[config.mk]
export PLATFORM = sky130hd
export DESIGN_NAME = rvsteel_spi_target
export DESIGN_NICKNAME = d
export VERILOG_FILES = /design/src/rtl/rvsteel_spi_target.sv
export SDC_FILE = /design/constraint.sdc
export NUM_CORES = 1
export LEC_CHECK = 0
export ABC_CLOCK_PERIOD_IN_PS = 2200
export CAP_MARGIN = 40
export CORE_MARGIN = 3
export CORE_UTILIZATION = 49
export DETAILED_ROUTE_END_ITERATION = 7
export PLACE_DENSITY = 0.83
export SLEW_MARGIN = 40
export SYNTH_ARGS = -nofsm -noshare
export SYNTH_HDL_FRONTEND = slang
export SYNTH_SLANG_ARGS = --single-unit
[constraint.sdc]
create_clock -name clock -period 2.2 [get_ports clock]
set_clock_uncertainty 0.05 [all_clocks]
set_input_delay 0.22 -clock clock [delete_from_list [all_inputs] [get_ports clock]]
set_output_delay 0.22 -clock clock [all_outputs]
set_load 0.01 [all_outputs]
[src/rtl/rvsteel_spi_target.sv]
// rtl/rvsteel_spi_target.sv - SPI mode 0 target exposing a byte-wide register file
// Oversamples sclk/pico/cs with the system clock; command byte selects direction and start address.
module rvsteel_spi_target #(
  parameter int REG_COUNT = 8
) (
  input  logic                   clock,
  input  logic                   reset,
  input  logic                   sclk,
  input  logic                   pico,
  output logic                   poci,
  input  logic                   cs,
  output logic [8*REG_COUNT-1:0] regs,
  output logic                   write_strobe,
  output logic [6:0]             write_address,
  output logic                   busy
);

  typedef enum logic [1:0] {IDLE, CMD, WRITE, READ} state_t;

  state_t                 r_state;
  logic [2:0]             r_sclk_sync;
  logic [2:0]             r_cs_sync;
  logic [1:0]             r_pico_sync;
  logic [6:0]             r_shift;
  logic [2:0]             r_bit_count;
  logic [6:0]             r_addr;
  logic [7:0]             r_tx_byte;
  logic                   r_poci;
  logic [8*REG_COUNT-1:0] r_regs;
  logic                   r_write_strobe;
  logic [6:0]             r_write_address;
  logic                   r_busy;

  logic       w_sclk_rise;
  logic       w_sclk_fall;
  logic       w_cs_rise;
  logic       w_cs_fall;
  logic       w_pico;
  logic       w_last_bit;
  logic [7:0] w_byte;
  logic [6:0] w_rd_addr;
  logic [7:0] w_rd_data;

  // cs sync resets low so a cs already held low after reset never looks like a falling edge
  always_ff @(posedge clock) begin
    if (reset) begin
      r_sclk_sync <= 3'b000;
      r_cs_sync   <= 3'b000;
      r_pico_sync <= 2'b00;
    end else begin
      r_sclk_sync <= {r_sclk_sync[1:0], sclk};
      r_cs_sync   <= {r_cs_sync[1:0], cs};
      r_pico_sync <= {r_pico_sync[0], pico};
    end
  end

  assign w_sclk_rise = r_sclk_sync[1] & ~r_sclk_sync[2];
  assign w_sclk_fall = ~r_sclk_sync[1] & r_sclk_sync[2];
  assign w_cs_rise   = r_cs_sync[1] & ~r_cs_sync[2];
  assign w_cs_fall   = ~r_cs_sync[1] & r_cs_sync[2];
  assign w_pico      = r_pico_sync[1];
  assign w_last_bit  = (r_bit_count == 3'd7);
  assign w_byte      = {r_shift, w_pico};
  assign w_rd_addr   = (r_state == CMD) ? w_byte[6:0] : r_addr;

  always_comb begin
    w_rd_data = 8'h00;
    for (int i = 0; i < REG_COUNT; i++) begin
      if (w_rd_addr == 7'(i)) w_rd_data = r_regs[8*i +: 8];
    end
  end

  always_ff @(posedge clock) begin
    if (reset) begin
      r_state         <= IDLE;
      r_shift         <= 7'd0;
      r_bit_count     <= 3'd0;
      r_addr          <= 7'd0;
      r_tx_byte       <= 8'h00;
      r_poci          <= 1'b0;
      r_regs          <= '0;
      r_write_strobe  <= 1'b0;
      r_write_address <= 7'd0;
      r_busy          <= 1'b0;
    end else begin
      r_write_strobe <= 1'b0;
      if (w_cs_rise) begin
        r_state <= IDLE;
        r_busy  <= 1'b0;
        r_poci  <= 1'b0;
      end else if (w_cs_fall) begin
        r_state     <= CMD;
        r_bit_count <= 3'd0;
        r_busy      <= 1'b1;
        r_poci      <= 1'b0;
      end else begin
        case (r_state)
          CMD: begin
            if (w_sclk_rise) begin
              r_shift     <= w_byte[6:0];
              r_bit_count <= r_bit_count + 3'd1;
              if (w_last_bit) begin
                if (w_byte[7]) begin
                  r_state   <= READ;
                  r_tx_byte <= w_rd_data;
                  r_addr    <= w_byte[6:0] + 7'd1;
                end else begin
                  r_state <= WRITE;
                  r_addr  <= w_byte[6:0];
                end
              end
            end
          end
          WRITE: begin
            if (w_sclk_rise) begin
              r_shift     <= w_byte[6:0];
              r_bit_count <= r_bit_count + 3'd1;
              if (w_last_bit) begin
                for (int i = 0; i < REG_COUNT; i++) begin
                  if (r_addr == 7'(i)) r_regs[8*i +: 8] <= w_byte;
                end
                r_write_strobe  <= 1'b1;
                r_write_address <= r_addr;
                r_addr          <= r_addr + 7'd1;
              end
            end
          end
          READ: begin
            if (w_sclk_rise) begin
              r_bit_count <= r_bit_count + 3'd1;
              if (w_last_bit) begin
                r_tx_byte <= w_rd_data;
                r_addr    <= r_addr + 7'd1;
              end
            end else if (w_sclk_fall) begin
              // ~bit_count == 7 - bit_count: MSB goes out first
              r_poci <= r_tx_byte[~r_bit_count];
            end
          end
          default: ;
        endcase
      end
    end
  end

  assign poci          = r_poci;
  assign regs          = r_regs;
  assign write_strobe  = r_write_strobe;
  assign write_address = r_write_address;
  assign busy          = r_busy;

endmodule

==> impl_metrics.yaml, run 1 <==
yosys:
  yosysSeqAreaShare_pct: 42.0
  syn_inst: 656
  synth_ff_type: "dfxtp_1"
  yosysTopAreaCell: "dfxtp_1"
  syn_area_sq_um: 5200
  synthTopCellsByCount: "nand2_1, dfxtp_1, a21oi_1"
  syn_avg_cell_area_sq_um: 7.92
  synth-seq-cells: 109
  synth_edf_count: 0
  yosysWarnings: 0
  async_reset_ff_share_pct: 0
  synth_most_common_cell: "nand2_1"
  yosysTopAreaCellShare_pct: 42.0
  syn-num-nets: 675
  ys_types: 52
  synthTopCellsByArea: "dfxtp_1, nand2_1, a21oi_1, ha_1, clkbuf_1"
timing:
  hold_violations: 0
  layout_setup_ws_ns: -0.112
  tightest_slew_ns: 0.576
  rsz0062_at_grt: "true"
  fin_crit_sh_pct: 105
  maxSlewHeadroom_pct: 61.4
  fin_crit_ns: 2.31
  max_freq_ghz: 0.432
  finalSetupViolations: 7
  drv_slew: 0
pwr:
  p_total_mw: 3.49
  vdd_ir_drop_max_v: 0.000438
  power.density_nw_per_um2: 501
  p_leak_nw: 2.41
drt:
  viasPerCell: 6.08
  ant_nets: 0
  vias: 5456
  wl_per_cell_microns: 19.2
  postRouteWirelength_mm: 17.2
  drt-initial-drc-count: 539
  first_pass_iters: 8
  drc_errors: 5
place:
  numPlacedInstances: 870
  dpl.hpwl_mm: 11.7
  place_congestion: 0.933
  place_area_sq_um: 6380
  port_buffers: 78
  pre_cts_ws_ns: -0.222
setup_path:
  end_kind: "flip-flop"
  cp_top_family: "compound AO/OA/AOI/OAI gates"
  crit_cells: 8
  reg2reg_depth: 8
  crit_start: "r_state[1]"
  cpPeakStageDelay_ns: 0.48
  crit_end: "r_tx_byte[5]"
  crit_required_ns: 2.42
  r2r_end: "r_tx_byte[5]"
  reg2reg_slack_ns: -0.11
  path_class: "flip-flop to flip-flop"
  cp_slowest_cell: "or4_4"
  crit_chain: "inv_2, ha_4, or4_4, buf_6, a222oi_1, inv_2, o22ai_2, a22oi_2"
  arrival_ns: 2.53
  cp_num_buf_inv: 3
  cp_max_fo: 6
  cp_common_cell: "inv_2"
  start_kind: "flip-flop"
  reg2reg_from: "r_state[1]"
hold_path:
  hold_path_class: "primary input to flip-flop"
grt:
  overflow: 0
  grt_max_degree: 52
  grt_pass1_vias: 5019
  grtUsageTotal_pct: 28.6
  grt_pass1_wl_mm: 26.5
  antenna_found_initial: 0
floorplan:
  ios: 79
  core-area_sq_um: 10000
  die_area_sq_um: 11900
  num_rows: 36
  die_w_microns: 109
  initial_utilization_pct: 51.8
  die_height_microns: 109
clock_tree:
  h-tree-depth: 3
  cts_root_buf: "clkbuf_8"
  clock_sinks: 109
  cts-buffers-inserted: 9
  clk_path_buf_depth: 2
  holdBufCountCts: 0
  tritoncts: "done"
  clk_pin_slew_ns: 0.11
  clk-insertion-delay-late_ns: 0.38
job:
  maxCapViolations: 0
final_layout:
  finalInstanceArea_sq_um: 6960
  drive_gt1_share_pct: 20.0
  final_core_util_pct: 69.3
  final_net_count: 778
  area_delta_synth_final_pct: 34.0
  final_cells: 897
  diodes: 0
outcome:
  outcome: "complete, but fails checks"
  violations: "DRC, setup timing"
## final cells by class
| cell class | count | area, sq um |
|---|---|---|
| clock buffer | 11 | 151 |
| clock inverter | 5 | 66.3 |
| fill | 785 | 3080 |
| inverter | 9 | 33.8 |
| multi-input combinational | 488 | 3060 |
| sequential | 109 | 2190 |
| tap | 133 | 166 |
| timing repair buffer | 142 | 1300 |
## report_power, final
group          leakage, nW  switching (mW)  internal [mW]
combinational         1.42           0.105         0.0661
clock                0.108           0.724          0.604
sequential           0.881         0.00845           1.98
total                 2.41           0.838           2.65
## sequential cells by signal (all words and copies together), names as in the netlist
| name | flops |
|---|---|
| regs | 64 |
| r_tx_byte | 8 |
| r_addr | 7 |
| r_shift | 7 |
| write_address | 7 |
| r_bit_count | 3 |
| r_cs_sync | 3 |
| r_sclk_sync | 3 |
| r_pico_sync | 2 |
| r_state | 2 |
| busy | 1 |
| poci | 1 |
| write_strobe | 1 |
## worst min-delay path by stage
stage | start | end | slack [ns] | cells past startpoint
6_report | reset | r_bit_count[0] | 0.20 | 2
5_1_grt | reset | regs[62] | 0.20 | 2
4_1_cts | reset | r_bit_count[0] | 0.19 | 2
3_5_place_dp | r_pico_sync[0] | r_pico_sync[1] | 0.38 | 1
3_3_place_gp | r_pico_sync[0] | r_pico_sync[1] | 0.38 | 1
2_1_floorplan | cs | r_cs_sync[0] | 0.30 | 1
## layout by cell type, fill, tap and decap left out, types with 6 or more instances in the layout
cell type	synthesis	layout
nand3b_1	9	9
clkdlybuf4s50_1	0	77
mux2i_1	10	10
ha_1	14	10
nand3_1	24	20
nor2b_1	9	9
a21oi_1	94	92
nand2b_1	8	8
dfxtp_1	109	105
inv_1	9	7
a22oi_2	6	7
nand2_1	160	156
a41oi_1	12	8
o221ai_1	6	6
o21ai_0	11	10
nor2_1	27	27
and3_1	13	7
buf_4	1	59
nor3_1	7	6
clkbuf_8	0	11
## per-layer routing
layer  up-vias  GRT usage (%)  wire (microns)
met3        50           5.98            1620
li1       2499              -               -
met1      2578           39.0            7200
met4         0           9.38             421
met2       329           45.1            7980
met5         -              0               0
## kinds of logic after synthesis
| kind of cell | count (synthesis) | synth area share (%) |
|---|---|---|
| fa+ha+maj | 14 | 3.37 |
| buf+inv | 59 | 4.50 |
| mux | 15 | 3.44 |
| simple gates | 292 | 26.4 |
| compound gates | 161 | 19.3 |
| xor+xnor | 6 | 1.01 |
| flops | 109 | 42.0 |
## timing repair
item	CTS	global route
endpoints found under the hold margin	0	0
buffers inserted	3	7
gates cloned	0	1
setup endpoints to repair	7	63
pin swaps	6	18
resized for setup	29	35
## through the flow
step | setup TNS [ns] | hold slack, ns
after CTS | -0.222 | 0.192
after detailed placement | -1.37 | 0.378
after global placement | -0.946 | 0.380
after floorplan | -0.627 | 0.298
final | -0.626 | 0.203
after global routing | -1.23 | 0.198
Note: power is estimated with default switching activity, not from simulation.
==> run 2, diff against run 1 <==
--- a/config.mk
+++ b/config.mk
@@ -8,9 +8,9 @@
 export ABC_CLOCK_PERIOD_IN_PS = 2200
 export CAP_MARGIN = 40
 export CORE_MARGIN = 3
-export CORE_UTILIZATION = 49
+export CORE_UTILIZATION = 45
 export DETAILED_ROUTE_END_ITERATION = 7
-export PLACE_DENSITY = 0.83
+export PLACE_DENSITY = 0.77
 export SLEW_MARGIN = 40
 export SYNTH_ARGS = -nofsm -noshare
 export SYNTH_HDL_FRONTEND = slang
==> run 2 against run 1 <==
Compared with the run above:
- the flow finishes with violations (setup timing)
- routed wire length rose by 5.6%
- combinational power rose by 9.9%
- fmax rose by 1.3%
- die area rose by 8.4%
- largest cell class unchanged
- worst setup slack improved by 0.030 ns
- register-to-register slack improved by 0.03 ns
- power rose by 7.0%
- final cell count rose by 1.0%
- clock power rose by 17%
- critical endpoint is now regs[26]
==> impl_metrics.yaml, run 2 (synthesized netlist as in run 1, its figures left out) <==
floorplan:
  num_rows: 38
  die_w_microns: 113
  die_height_microns: 113
  die_area_sq_um: 12900
  ios: 79
  initial_utilization_pct: 46.9
  core-area_sq_um: 11100
drt:
  ant_nets: 0
  viasPerCell: 6.09
  postRouteWirelength_mm: 18.2
  drc_errors: 0
  drt-initial-drc-count: 504
  wl_per_cell_microns: 20.1
  first_pass_iters: 6
  vias: 5521
final_layout:
  final_net_count: 780
  mostFrequentLayoutCell: "nand2_1"
  finalInstanceArea_sq_um: 7340
  area_delta_synth_final_pct: 41.2
  final_core_util_pct: 66.3
  n_fill_cell: 891
  most-common-layout-cells: "nand2_1, dfxtp_1, clkdlybuf4s50_1, a21oi_1, buf_4"
  drive_gt1_share_pct: 29.8
  largest_reg_flops: 64
  diodes: 0
place:
  place_area_sq_um: 6410
  place_congestion: 0.900
  port_buffers: 78
  dpl.hpwl_mm: 12.0
  pre_cts_ws_ns: -0.230
timing:
  layout_setup_ws_ns: -0.0828
  tightest_slew_ns: 0.573
  finalSetupViolations: 41
  drv_slew: 0
  max_freq_ghz: 0.438
  rsz0062_at_grt: "true"
  fin_crit_ns: 2.28
  fin_setup_tns_ns: -1.44
  hold_violations: 0
  fin_crit_sh_pct: 104
  maxSlewHeadroom_pct: 61.7
setup_path:
  start_kind: "flip-flop"
  crit_required_ns: 2.44
  cp_max_fo: 8
  path_class: "flip-flop to flip-flop"
  arrival_ns: 2.52
  reg2reg_depth: 9
  end_kind: "flip-flop"
grt:
  antenna_found_initial: 0
  overflow: 0
  grtUsageTotal_pct: 26.9
  grt_pass1_wl_mm: 27.7
  grt_pass1_vias: 5264
  grt_max_degree: 36
clock_tree:
  h-tree-depth: 3
  clock_sinks: 109
  clk-insertion-delay-late_ns: 0.36
  holdBufCountCts: 0
  tritoncts: "done"
  cts_root_buf: "clkbuf_16"
  clk_path_buf_depth: 2
  cts-buffers-inserted: 9
  clk_pin_slew_ns: 0.07
pwr:
  p_total_mw: 3.73
  vdd_ir_drop_max_v: 0.000810
  power.density_nw_per_um2: 508
  p_leak_nw: 2.49
hold_path:
  hold_path_class: "primary input to flip-flop"
  hold_depth: 2
outcome:
  violations: "setup timing"
  outcome: "complete, but fails checks"
job:
  maxCapViolations: 0
run 2: what timing repair did:
| item | 4_1_cts | 5_1_grt |
|---|---|---|
| pin swaps | 14 | 86 |
| gates resized for setup | 32 | 120 |
| endpoints found under the setup margin | 7 | 72 |
| buffers inserted | 3 | 6 |
| cloned | 0 | 1 |
run 2: cell type report:
cell class              count  area, sq um  area share, %
flip-flops and latches    109         2190           29.8
clock buffers              11          243           3.31
well taps                 140          175           2.39
clock inverters             5         35.0          0.477
inverters                   9         38.8          0.528
repair buffers            144         1340           18.2
multi-input cells         488         3320           45.3
run 2: routing by layer:
| metal | routed length (microns) | track usage (%) | vias to the layer above | share of wire (%) |
|---|---|---|---|---|
| li1 | - | - | 2513 | - |
| met3 | 1560 | 7.27 | 45 | 8.6 |
| met5 | 0 | 0 | - | 0 |
| met1 | 7550 | 35.5 | 2687 | 41 |
| met2 | 8540 | 42.5 | 276 | 47 |
| met4 | 543 | 9.54 | 0 | 3.0 |
run 2: final timing paths:
path	from	end	slack [ns]
worst max-delay path	r_state[0]	regs[26]	-0.08
worst min-delay path	reset	regs[58]	0.25
worst max register to register	r_state[0]	regs[26]	-0.08
worst min register to register	r_sclk_sync[0]	r_sclk_sync[1]	0.41
run 2: power by group:
group          switching (mW)  internal, mW  total (mW)
registers             0.00903          1.98        1.99
clock network           0.752         0.802        1.55
logic                   0.116        0.0730       0.189
total                   0.877          2.86        3.73
run 2: through the flow:
stage | hold WS (ns) | cells
final | 0.248 | 906
after global routing | 0.259 | 906
after CTS | 0.198 | 899
after detailed placement | 0.388 | 880
after global placement | 0.380 | 880
after floorplan | 0.298 | 656
run 2: worst max-delay path, stage by stage, from the launching register on:
cell       delay [ns]
dfxtp_4          0.37
buf_6            0.12
inv_4            0.06
ha_4             0.13
nand4b_1         0.17
nor4bb_4         0.52
clkbuf_16        0.26
and3b_2          0.31
nand2_2          0.08
a21oi_2          0.14
